===== config.mk =====
export PLATFORM = sky130hd
export DESIGN_NAME = wb_ext_arbiter
export DESIGN_NICKNAME = d
export VERILOG_FILES = /design/src/rtl/wb_ext_arbiter.sv
export SDC_FILE = /design/constraint.sdc
export NUM_CORES = 1
export LEC_CHECK = 0
export CAP_MARGIN = 20
export CORE_AREA = 2 2 114 116
export CTS_BUF_LIST = sky130_fd_sc_hd__clkbuf_16
export DETAILED_ROUTE_END_ITERATION = 10
export DIE_AREA = 0 0 116 118
export MAX_ROUTING_LAYER = met4
export SYNTH_ARGS = -nofsm -noshare
export SYNTH_HDL_FRONTEND = slang
export SYNTH_SLANG_ARGS = --single-unit

===== constraint.sdc =====
create_clock -name clk -period 2.2 [get_ports clk]
set_input_delay 0.44 -clock clk [delete_from_list [all_inputs] [get_ports clk]]
set_output_delay 0.44 -clock clk [all_outputs]
set_load 0.02 [all_outputs]

===== src/rtl/wb_ext_arbiter.sv =====
`default_nettype none
// ============================================================================
// Module   : wb_ext_arbiter
// Purpose  : Round-robin Wishbone B3 arbiter for the external-RAM slave port,
//            holding a grant for a whole bus cycle, with an ack watchdog.
// Revision : 1.0
// ============================================================================
module wb_ext_arbiter #(
    parameter int NUM_MASTERS = 2,
    parameter int AW          = 27,
    parameter int DW          = 32,
    parameter int TIMEOUT     = 1024
) (
    input  logic                      clk,
    input  logic                      rst,
    input  logic [NUM_MASTERS*AW-1:0] m_adr_i,
    input  logic [NUM_MASTERS*DW-1:0] m_dat_i,
    input  logic [NUM_MASTERS*DW/8-1:0] m_sel_i,
    input  logic [NUM_MASTERS-1:0]    m_we_i,
    input  logic [NUM_MASTERS-1:0]    m_cyc_i,
    input  logic [NUM_MASTERS-1:0]    m_stb_i,
    input  logic [NUM_MASTERS*3-1:0]  m_cti_i,
    input  logic [NUM_MASTERS*2-1:0]  m_bte_i,
    output logic [DW-1:0]             m_dat_o,
    output logic [NUM_MASTERS-1:0]    m_ack_o,
    output logic [NUM_MASTERS-1:0]    m_err_o,
    output logic [NUM_MASTERS-1:0]    m_rty_o,
    output logic [AW-1:0]             s_adr_o,
    output logic [DW-1:0]             s_dat_o,
    output logic [DW/8-1:0]           s_sel_o,
    output logic                      s_we_o,
    output logic                      s_cyc_o,
    output logic                      s_stb_o,
    output logic [2:0]                s_cti_o,
    output logic [1:0]                s_bte_o,
    input  logic [DW-1:0]             s_dat_i,
    input  logic                      s_ack_i,
    input  logic                      s_err_i,
    input  logic                      s_rty_i,
    output logic [NUM_MASTERS-1:0]    grant_o,
    output logic                      timeout_o
);

    localparam int c_IW = (NUM_MASTERS > 1) ? $clog2(NUM_MASTERS) : 1;
    localparam int c_SW = DW / 8;
    localparam int c_CW = (TIMEOUT > 1) ? $clog2(TIMEOUT) : 1;

    typedef enum logic [1:0] {
        S_IDLE  = 2'd0,
        S_BUSY  = 2'd1,
        S_ABORT = 2'd2
    } state_t;

    state_t                  state_q, state_d;
    logic [NUM_MASTERS-1:0]  grant_q, grant_d;
    logic [c_IW-1:0]         gidx_q, gidx_d;
    logic [c_IW-1:0]         rr_ptr_q, rr_ptr_d;
    logic [c_CW-1:0]         wd_cnt_q, wd_cnt_d;

    logic [AW-1:0]           w_adr [NUM_MASTERS];
    logic [DW-1:0]           w_dat [NUM_MASTERS];
    logic [c_SW-1:0]         w_sel [NUM_MASTERS];
    logic [2:0]              w_cti [NUM_MASTERS];
    logic [1:0]              w_bte [NUM_MASTERS];

    logic                    w_cyc, w_stb, w_resp, w_busy, w_expire;
    logic                    w_found;
    logic [c_IW-1:0]         w_pick;

    function automatic logic [c_IW-1:0] mod_idx(input logic [c_IW-1:0] base, input int off);
        int s;
        s = int'(base) + off;
        if (s >= NUM_MASTERS) s = s - NUM_MASTERS;
        return c_IW'(s);
    endfunction

    generate
        for (genvar g = 0; g < NUM_MASTERS; g++) begin : g_unpack
            assign w_adr[g] = m_adr_i[g*AW +: AW];
            assign w_dat[g] = m_dat_i[g*DW +: DW];
            assign w_sel[g] = m_sel_i[g*c_SW +: c_SW];
            assign w_cti[g] = m_cti_i[g*3 +: 3];
            assign w_bte[g] = m_bte_i[g*2 +: 2];
        end
    endgenerate

    assign s_adr_o = w_adr[gidx_q];
    assign s_dat_o = w_dat[gidx_q];
    assign s_sel_o = w_sel[gidx_q];
    assign s_we_o  = m_we_i[gidx_q];
    assign s_cti_o = w_cti[gidx_q];
    assign s_bte_o = w_bte[gidx_q];
    assign m_dat_o = s_dat_i;
    assign grant_o = grant_q;

    assign w_cyc    = m_cyc_i[gidx_q];
    assign w_stb    = w_cyc & m_stb_i[gidx_q];
    assign w_resp   = s_ack_i | s_err_i | s_rty_i;
    assign w_busy   = (state_q == S_BUSY);
    // A response in the expiry cycle wins over the watchdog.
    assign w_expire = w_busy & w_stb & ~w_resp & (wd_cnt_q == c_CW'(TIMEOUT - 1));

    // Scan from the highest offset down so the nearest requester to rr_ptr wins.
    always_comb begin
        w_found = 1'b0;
        w_pick  = rr_ptr_q;
        for (int i = NUM_MASTERS - 1; i >= 0; i--) begin
            if (m_cyc_i[mod_idx(rr_ptr_q, i)]) begin
                w_found = 1'b1;
                w_pick  = mod_idx(rr_ptr_q, i);
            end
        end
    end

    always_comb begin
        state_d   = state_q;
        grant_d   = grant_q;
        gidx_d    = gidx_q;
        rr_ptr_d  = rr_ptr_q;
        wd_cnt_d  = '0;
        s_cyc_o   = 1'b0;
        s_stb_o   = 1'b0;
        m_ack_o   = '0;
        m_err_o   = '0;
        m_rty_o   = '0;
        timeout_o = 1'b0;
        case (state_q)
            S_IDLE: begin
                grant_d = '0;
                if (w_found) begin
                    state_d         = S_BUSY;
                    gidx_d          = w_pick;
                    grant_d[w_pick] = 1'b1;
                end
            end
            S_BUSY: begin
                s_cyc_o         = w_cyc & ~w_expire;
                s_stb_o         = w_stb & ~w_expire;
                m_ack_o[gidx_q] = s_ack_i;
                m_err_o[gidx_q] = s_err_i | w_expire;
                m_rty_o[gidx_q] = s_rty_i;
                timeout_o       = w_expire;
                if (!w_cyc) begin
                    state_d  = S_IDLE;
                    grant_d  = '0;
                    rr_ptr_d = mod_idx(gidx_q, 1);
                end else if (w_expire) begin
                    state_d = S_ABORT;
                end else if (w_stb && !w_resp) begin
                    wd_cnt_d = wd_cnt_q + c_CW'(1);
                end
            end
            S_ABORT: begin
                if (!w_cyc) begin
                    state_d  = S_IDLE;
                    grant_d  = '0;
                    rr_ptr_d = mod_idx(gidx_q, 1);
                end
            end
            default: begin
                state_d = S_IDLE;
                grant_d = '0;
            end
        endcase
    end

    always_ff @(posedge clk) begin
        if (rst) begin
            state_q  <= S_IDLE;
            grant_q  <= '0;
            gidx_q   <= '0;
            rr_ptr_q <= '0;
            wd_cnt_q <= '0;
        end else begin
            state_q  <= state_d;
            grant_q  <= grant_d;
            gidx_q   <= gidx_d;
            rr_ptr_q <= rr_ptr_d;
            wd_cnt_q <= wd_cnt_d;
        end
    end

endmodule
`default_nettype wire


==> metrics.txt, run 1 <==
outcome=finished clean; die width=116 um; Synth area leader=mux2_2; Avg Cell Area, Syn=9.29 sq um; main flop type after synthesis=dfxtp_1; post-route cell area=4420 sq um; die footprint=approximately 14,000 sq um; fin crit share=a little over nine tenths; H-tree lvl count=1; drt pass-1 iters=4; Int Pwr=about 1300 uW; Sw Share=36.6%; Startpoint Class=flip-flop; GPL Wtd Cong=0.786; initial antenna violation count=1; Synth Register Bits=16; post-synthesis cell count=210; Cell Rows=41; overall power=1990 uW; Core Box Area=12,400 sq um; largest net degree at the start of global routing=42; vias in the first global route=2,567; Yosys top cell area share=39.8%; worst-skew pair later-pin latency=0.25 ns; CP peak stage delay=0.39 ns; Synth Cell Area=1950 sq um; CP endpoint kind=output pin; P per Cell Area=between 400 and 500 nW/um^2; cts bufs inserted=3; Clock power frac=17.8%; Ports=291; Crit path arrival time=roughly 1.7 ns; Leak=0.00183 uW; Worst path slowest cell=dfxtp_4; DRC viols=0; Clock Sinks=16; Crit path buffers/inverters=3; syn_nets=between 300 and 400; HPWL after DPL=between 8000 and 9000 um; post-route ant nets=0; Min-Delay Path Depth=2; gr ovfl total=0; die span in y=roughly 120 um; detailed-route via count=between 2,000 and 2,500; starting density of the core=approximately 16%; final hold vios=0; Worst Hold Path EP=grant_o[1]$_SDFFE_PP0P_; HP Start=grant_o[1]$_SDFFE_PP0P_; drt first-iter violations=31; r2r endpoint=wd_cnt_q[3]$_SDFF_PP0_; CTS max path bufs=2; placed cell area=4380 sq um; commonest non-fill, non-tap cell in the layout=clkdlybuf4s50_1; detail-routed net length per standard cell=15.3 um; Reg-to-Reg Start=wd_cnt_q[0]$_SDFF_PP0_; Synth area leaders=mux2_2 (40%), dfxtp_1 (16%), buf_4 (12%); Max Cap Viol=0; Post-synth ARST share=0%; Required @ worst endpoint=1.76 ns; number of synthesized flops with an enable pin=0; Total Routing Usage GR=13.1%; post-synthesis sequential area ratio=between 10% and 20%; commonest non-fill, non-tap cells in the layout=clkdlybuf4s50_1 (145), dlygate4sd2_1 (70), mux2_2 (69), buf_4 (29), dfxtp_1 (15); Hold WC Path Type=reg -> reg; crit path cell chain=buf_4 > buf_12 > mux2_2 > dlygate4sd2_1; Worst-path clk slew=roughly 0.050 ns; kind of critical path=reg -> out; Comb power frac=65.4%; Clock Skews=0.00282 ns; f_max=467 MHz; slew margin rel.=81.2%; Max Slew Vio Count=0; CP Max Fanout=36; layout cell share with drive strength beyond 1=just over 30%; synth unique cells=37; yosys warns=0; CTS tree=built; port bufs=226; Layout Nets=approximately 610; area grow syn2layout=127%; register share of total power=16.8%; DRT Wirelength=roughly 9000 um; Max IR drop VDD=roughly 0.00026 V; Root Buffer=clkbuf_16; R2R depth=9; Avg Vias per Cell=3.96; crit-path leading delay family=buffers and inverters; Final Setup Violations=0; CTS Hold Bufs=0; reg-to-reg slack, setup=0.19 ns; first-pass GRT wire length=13,500 um; Worst-Margin Slew=0.281 ns; switching power=729 uW; Tmin final=2.14 ns
==> sequential cells by signal, indices dropped and copies added (netlist names) <==
signal,count
gidx_q,1
grant_o,2
rr_ptr_q,1
state_q,2
wd_cnt_q,10
==> cells by family (layout without fill, tap and decap cells) <==
kind of cell	after synthesis	after routing	synth area share, %
AOI/OAI and AO/OA	13	13	4.36
DFF	16	16	16.4
muxes	73	73	42.1
and+or+nand+nor	50	50	15.1
buffers and inverters	46	266	15.9
other	0	1	0
xor gates and xnor gates	8	8	3.59
adders and majority gates	4	4	2.56
==> layer usage <==
| metal | GRT usage, % | share of wire, % | vias up | wire (um) |
|---|---|---|---|---|
| met4 | 4.32 | 2.5 | 0 | 228 |
| li1 | - | - | 1151 | - |
| met1 | 12.7 | 34 | 1069 | 3180 |
| met2 | 25.3 | 54 | 152 | 5010 |
| met3 | 2.68 | 8.7 | 18 | 804 |
| met5 | - | 0 | - | 0 |
==> timing repair <==
item	in CTS	in global routing
endpoints found under the hold margin	0	0
endpoints found under the setup margin	75	6
buffers inserted	3	1
resized for setup	96	12
pin swaps	3	1
==> power groups by stage <==
stage / logic [uW] / clock network, uW / registers [uW]
2_1_floorplan: 769 / 0 / 338
3_3_place_gp: 1440 / 0 / 339
3_5_place_dp: 1440 / 0 / 339
4_1_cts: 1320 / 364 / 334
5_1_grt: 1390 / 375 / 338
6_report: 1300 / 355 / 335
==> how the worst max path moves through the flow <==
stage,start,to,cells after the start
finish,gidx_q$_SDFFE_PP0P_,s_adr_o[20],4
CTS,m_stb_i[1],s_stb_o,6
floorplan,wd_cnt_q[0]$_SDFF_PP0_,s_stb_o,5
global route,gidx_q$_SDFFE_PP0P_,s_adr_o[18],4
global placement,s_ack_i,m_err_o[0],6
detailed placement,s_ack_i,m_err_o[0],6
==> synth_stat cells, types with 3 or more instances <==
cell type   n
ha_1        4
nor2_1      7
mux2_2     69
nand2_1     9
nor2_2      9
a21oi_1     4
mux2i_1     3
nand3_1     3
nand2b_1    3
dfxtp_1    16
buf_4      32
xnor2_1     3
clkbuf_1    6
and3_1      3
xor2_1      5
inv_1       4
nand4_1     4
==> tightest hold or removal path, delay by kind of cell (launching register included) <==
| family | cells | cell delay, ns |
|---|---|---|
| flops | 1 | 0.31 |
| compound gates | 1 | 0.05 |
| simple gates | 1 | 0.06 |
==> metrics by stage <==
step	setup WS (ns)	instances	hold WS [ns]	util (%)	TNS [ns]
global placement	-0.574	594	0.464	35.3	-2.97
CTS	-0.0182	601	0.475	35.5	-0.0182
detailed placement	-0.585	594	0.465	35.3	-3.13
global route	-0.00216	603	0.502	35.6	-0.00413
floorplan	0.0847	210	0.423	-	0
finish	0.0572	603	0.471	35.6	0
==> final cells by class <==
| class | count | area (sq um) |
|---|---|---|
| flip-flops and latches | 16 | 324 |
| clock inverters | 1 | 3.75 |
| repair buffers | 258 | 2430 |
| multi-input cells | 148 | 1360 |
| fillers | 1338 | 7990 |
| diodes | 1 | 2.50 |
| clock buffers | 3 | 75.1 |
| inverters | 4 | 15.0 |
| well taps | 172 | 215 |
No activity file was read; power rests on OpenSTA's default activity.
==> inputs of run 2 (changes only) <==
Settings changed: HOLD_SLACK_MARGIN set to 0.08.
==> results of run 2 <==
No change in the layout: final DEF, timing and power equal those of run 1.
==> inputs of run 3 (changes only) <==
Settings changed: CORE_AREA 2 2 114 116 to 2 2 113 115, DIE_AREA 0 0 116 118 to 0 0 115 117, HOLD_SLACK_MARGIN 0.08 to not set.
Clock period 2.2 ns to 2.51 ns, I/O delays scaled along.
==> metrics.txt, run 3 (synthesized netlist as in run 1, its figures left out) <==
outcome=finished clean; Clock Sinks=16 (unchanged); die footprint=13,500 sq um (-1.7%); worst-skew pair later-pin latency=0.25 ns (about the same); switching power=643 uW (-12%); Final Setup Violations=0 (unchanged); cts bufs inserted=3 (unchanged); gr ovfl total=0 (unchanged); drt pass-1 iters=4 (unchanged); GR peak layer=met2; starting density of the core=15.9% (+0.13 points); H-tree lvl count=1 (unchanged); port bufs=226 (unchanged); Max Slew Vio Count=0 (unchanged); CTS tree=built; detailed-route via count=2,333 (-2.4%); f_max=422 MHz; Ports=291 (unchanged); Worst-Margin Slew=0.318 ns (+0.0376 ns); Startpoint Class=flip-flop; fin crit share=94.4%; largest net degree at the start of global routing=45 (+7.1%); Hold WC Path Type=reg -> reg; diodes inserted=0 (-1); Layout Nets=600 (-2.3%); first-pass GRT wire length=11,700 um (-13%); Comb power frac=67.0% (+1.6 points); GPL Wtd Cong=0.758 (-3.7%); Avg Vias per Cell=4.12 (+4.0%); Clock power frac=17.2% (-0.6 points); vias in the first global route=2,305 (-10%); post-route ant nets=0 (unchanged); final hold vios=0 (unchanged); Worst-path clk slew=0.05 ns (about the same); FILL cells=1,252 (-6.4%); drt first-iter violations=57 (+84%); layout cell share with drive strength beyond 1=26.7% (-3.5 points); register share of total power=15.8% (-1.0 points); Setup WS post-layout=0.141 ns (+0.0837 ns); initial antenna violation count=0 (-1); FF/Latch Area=324 sq um (unchanged); detail-routed net length per standard cell=14.9 um (-2.7%); area of the multi-input gates=1330 sq um (-2.2%); Finished Layout Cells=566 (-6.1%); Leak=0.00160 uW (-13%); Clock Skews=0.00287 ns (+0.0000478 ns); P per Cell Area=425 nW/um^2 (-5.7%); commonest non-fill, non-tap cell in the layout=clkdlybuf4s50_1; die span in y=117 um (-0.85%); commonest non-fill, non-tap cells in the layout=clkdlybuf4s50_1 (218), mux2_2 (69), buf_4 (16), dfxtp_1 (15); met1 Usage GRT=13.1% (+0.44 points); slew margin rel.=78.7% (-2.5 points); max reg flops=10 (unchanged); Cell Rows=41 (unchanged); Tmin final=2.37 ns; Crit path arrival time=1.87 ns (+0.17 ns); pre-CTS setup slack=-0.471 ns (+0.114 ns); RSZ-0062 raised after global routing=false; area grow syn2layout=122%; Util after Layout=35.2% (-0.43 points); Max IR drop VDD=0.000204 V (-20%); die width=115 um (-0.86%); met2 GRT Util=20.4% (-4.8 points); Required @ worst endpoint=2.01 ns (+0.25 ns); Total Routing Usage GR=11.5% (-1.6 points); Sw Share=34.9% (-1.6 points); DRC viols=0 (unchanged); GR Util met3=2.88% (+0.21 points); Max Cap Viol=0 (unchanged); DRT Wirelength=8430 um (-8.7%); Root Buffer=clkbuf_16; kind of critical path=reg -> out; CP Max Fanout=44 (+22%); CTS max path bufs=2 (unchanged); placed insts=561 (-5.6%); Core Box Area=12,300 sq um (-0.83%); CTS Hold Bufs=0 (unchanged); Int Pwr=1200 uW (-5.2%); CP endpoint kind=output pin; HPWL after DPL=7320 um (-9.3%); Biggest register=wd_cnt_q
run 3: what timing repair did:
item,CTS,global route
endpoints found under the hold margin,0,0
pin swaps,2,2
buffers inserted,0,1
resized for setup,20,3
endpoints found under the setup margin,5,5
run 3: through the flow:
stage	hold WS (ns)	TNS, ns	power, uW	cell area [sq um]
floorplan	0.423	0	968	1950
global placement	0.465	-1.90	1540	4260
detailed placement	0.475	-1.89	1550	4260
CTS	0.486	0	1860	4320
global route	0.530	0	1950	4330
finish	0.479	0	1840	4330
run 3: path summary, 6_finish.rpt:
path	start	endpoint	slack [ns]	cells past startpoint
min	grant_o[1]$_SDFFE_PP0P_	grant_o[1]$_SDFFE_PP0P_	0.48	2
max	gidx_q$_SDFFE_PP0P_	s_adr_o[13]	0.14	3
max reg2reg	gidx_q$_SDFFE_PP0P_	wd_cnt_q[5]$_SDFF_PP0_	0.65	7
min reg2reg	grant_o[1]$_SDFFE_PP0P_	grant_o[1]$_SDFFE_PP0P_	0.48	2
run 3: layout make-up:
class                           count  share of cell area (%)
Clock buffer                        3                    1.73
Tap cell                          150                    4.33
Multi-Input combinational cell    148                    30.6
Clock inverter                      1                  0.0866
Timing Repair Buffer              244                    55.4
Inverter                            4                   0.346
Sequential cell                    16                    7.48
run 3: per-layer routing:
metal  vias to the layer above  routed length (um)
met5                         -                   0
met4                         0                  74
met3                        11                 807
met2                       144                4370
met1                      1056                3170
li1                       1122                   -
run 3: critical path, stage by stage (launching register included):
cell	delay, ns
dfxtp_4	0.38
buf_12	0.23
mux2_2	0.40
clkdlybuf4s50_1	0.57
run 3: power groups by stage:
stage	clock network, uW	logic (uW)	registers, uW
CTS	323	1250	292
detailed placement	0	1250	297
global route	343	1310	295
global placement	0	1240	297
floorplan	0	672	296
finish	317	1230	292
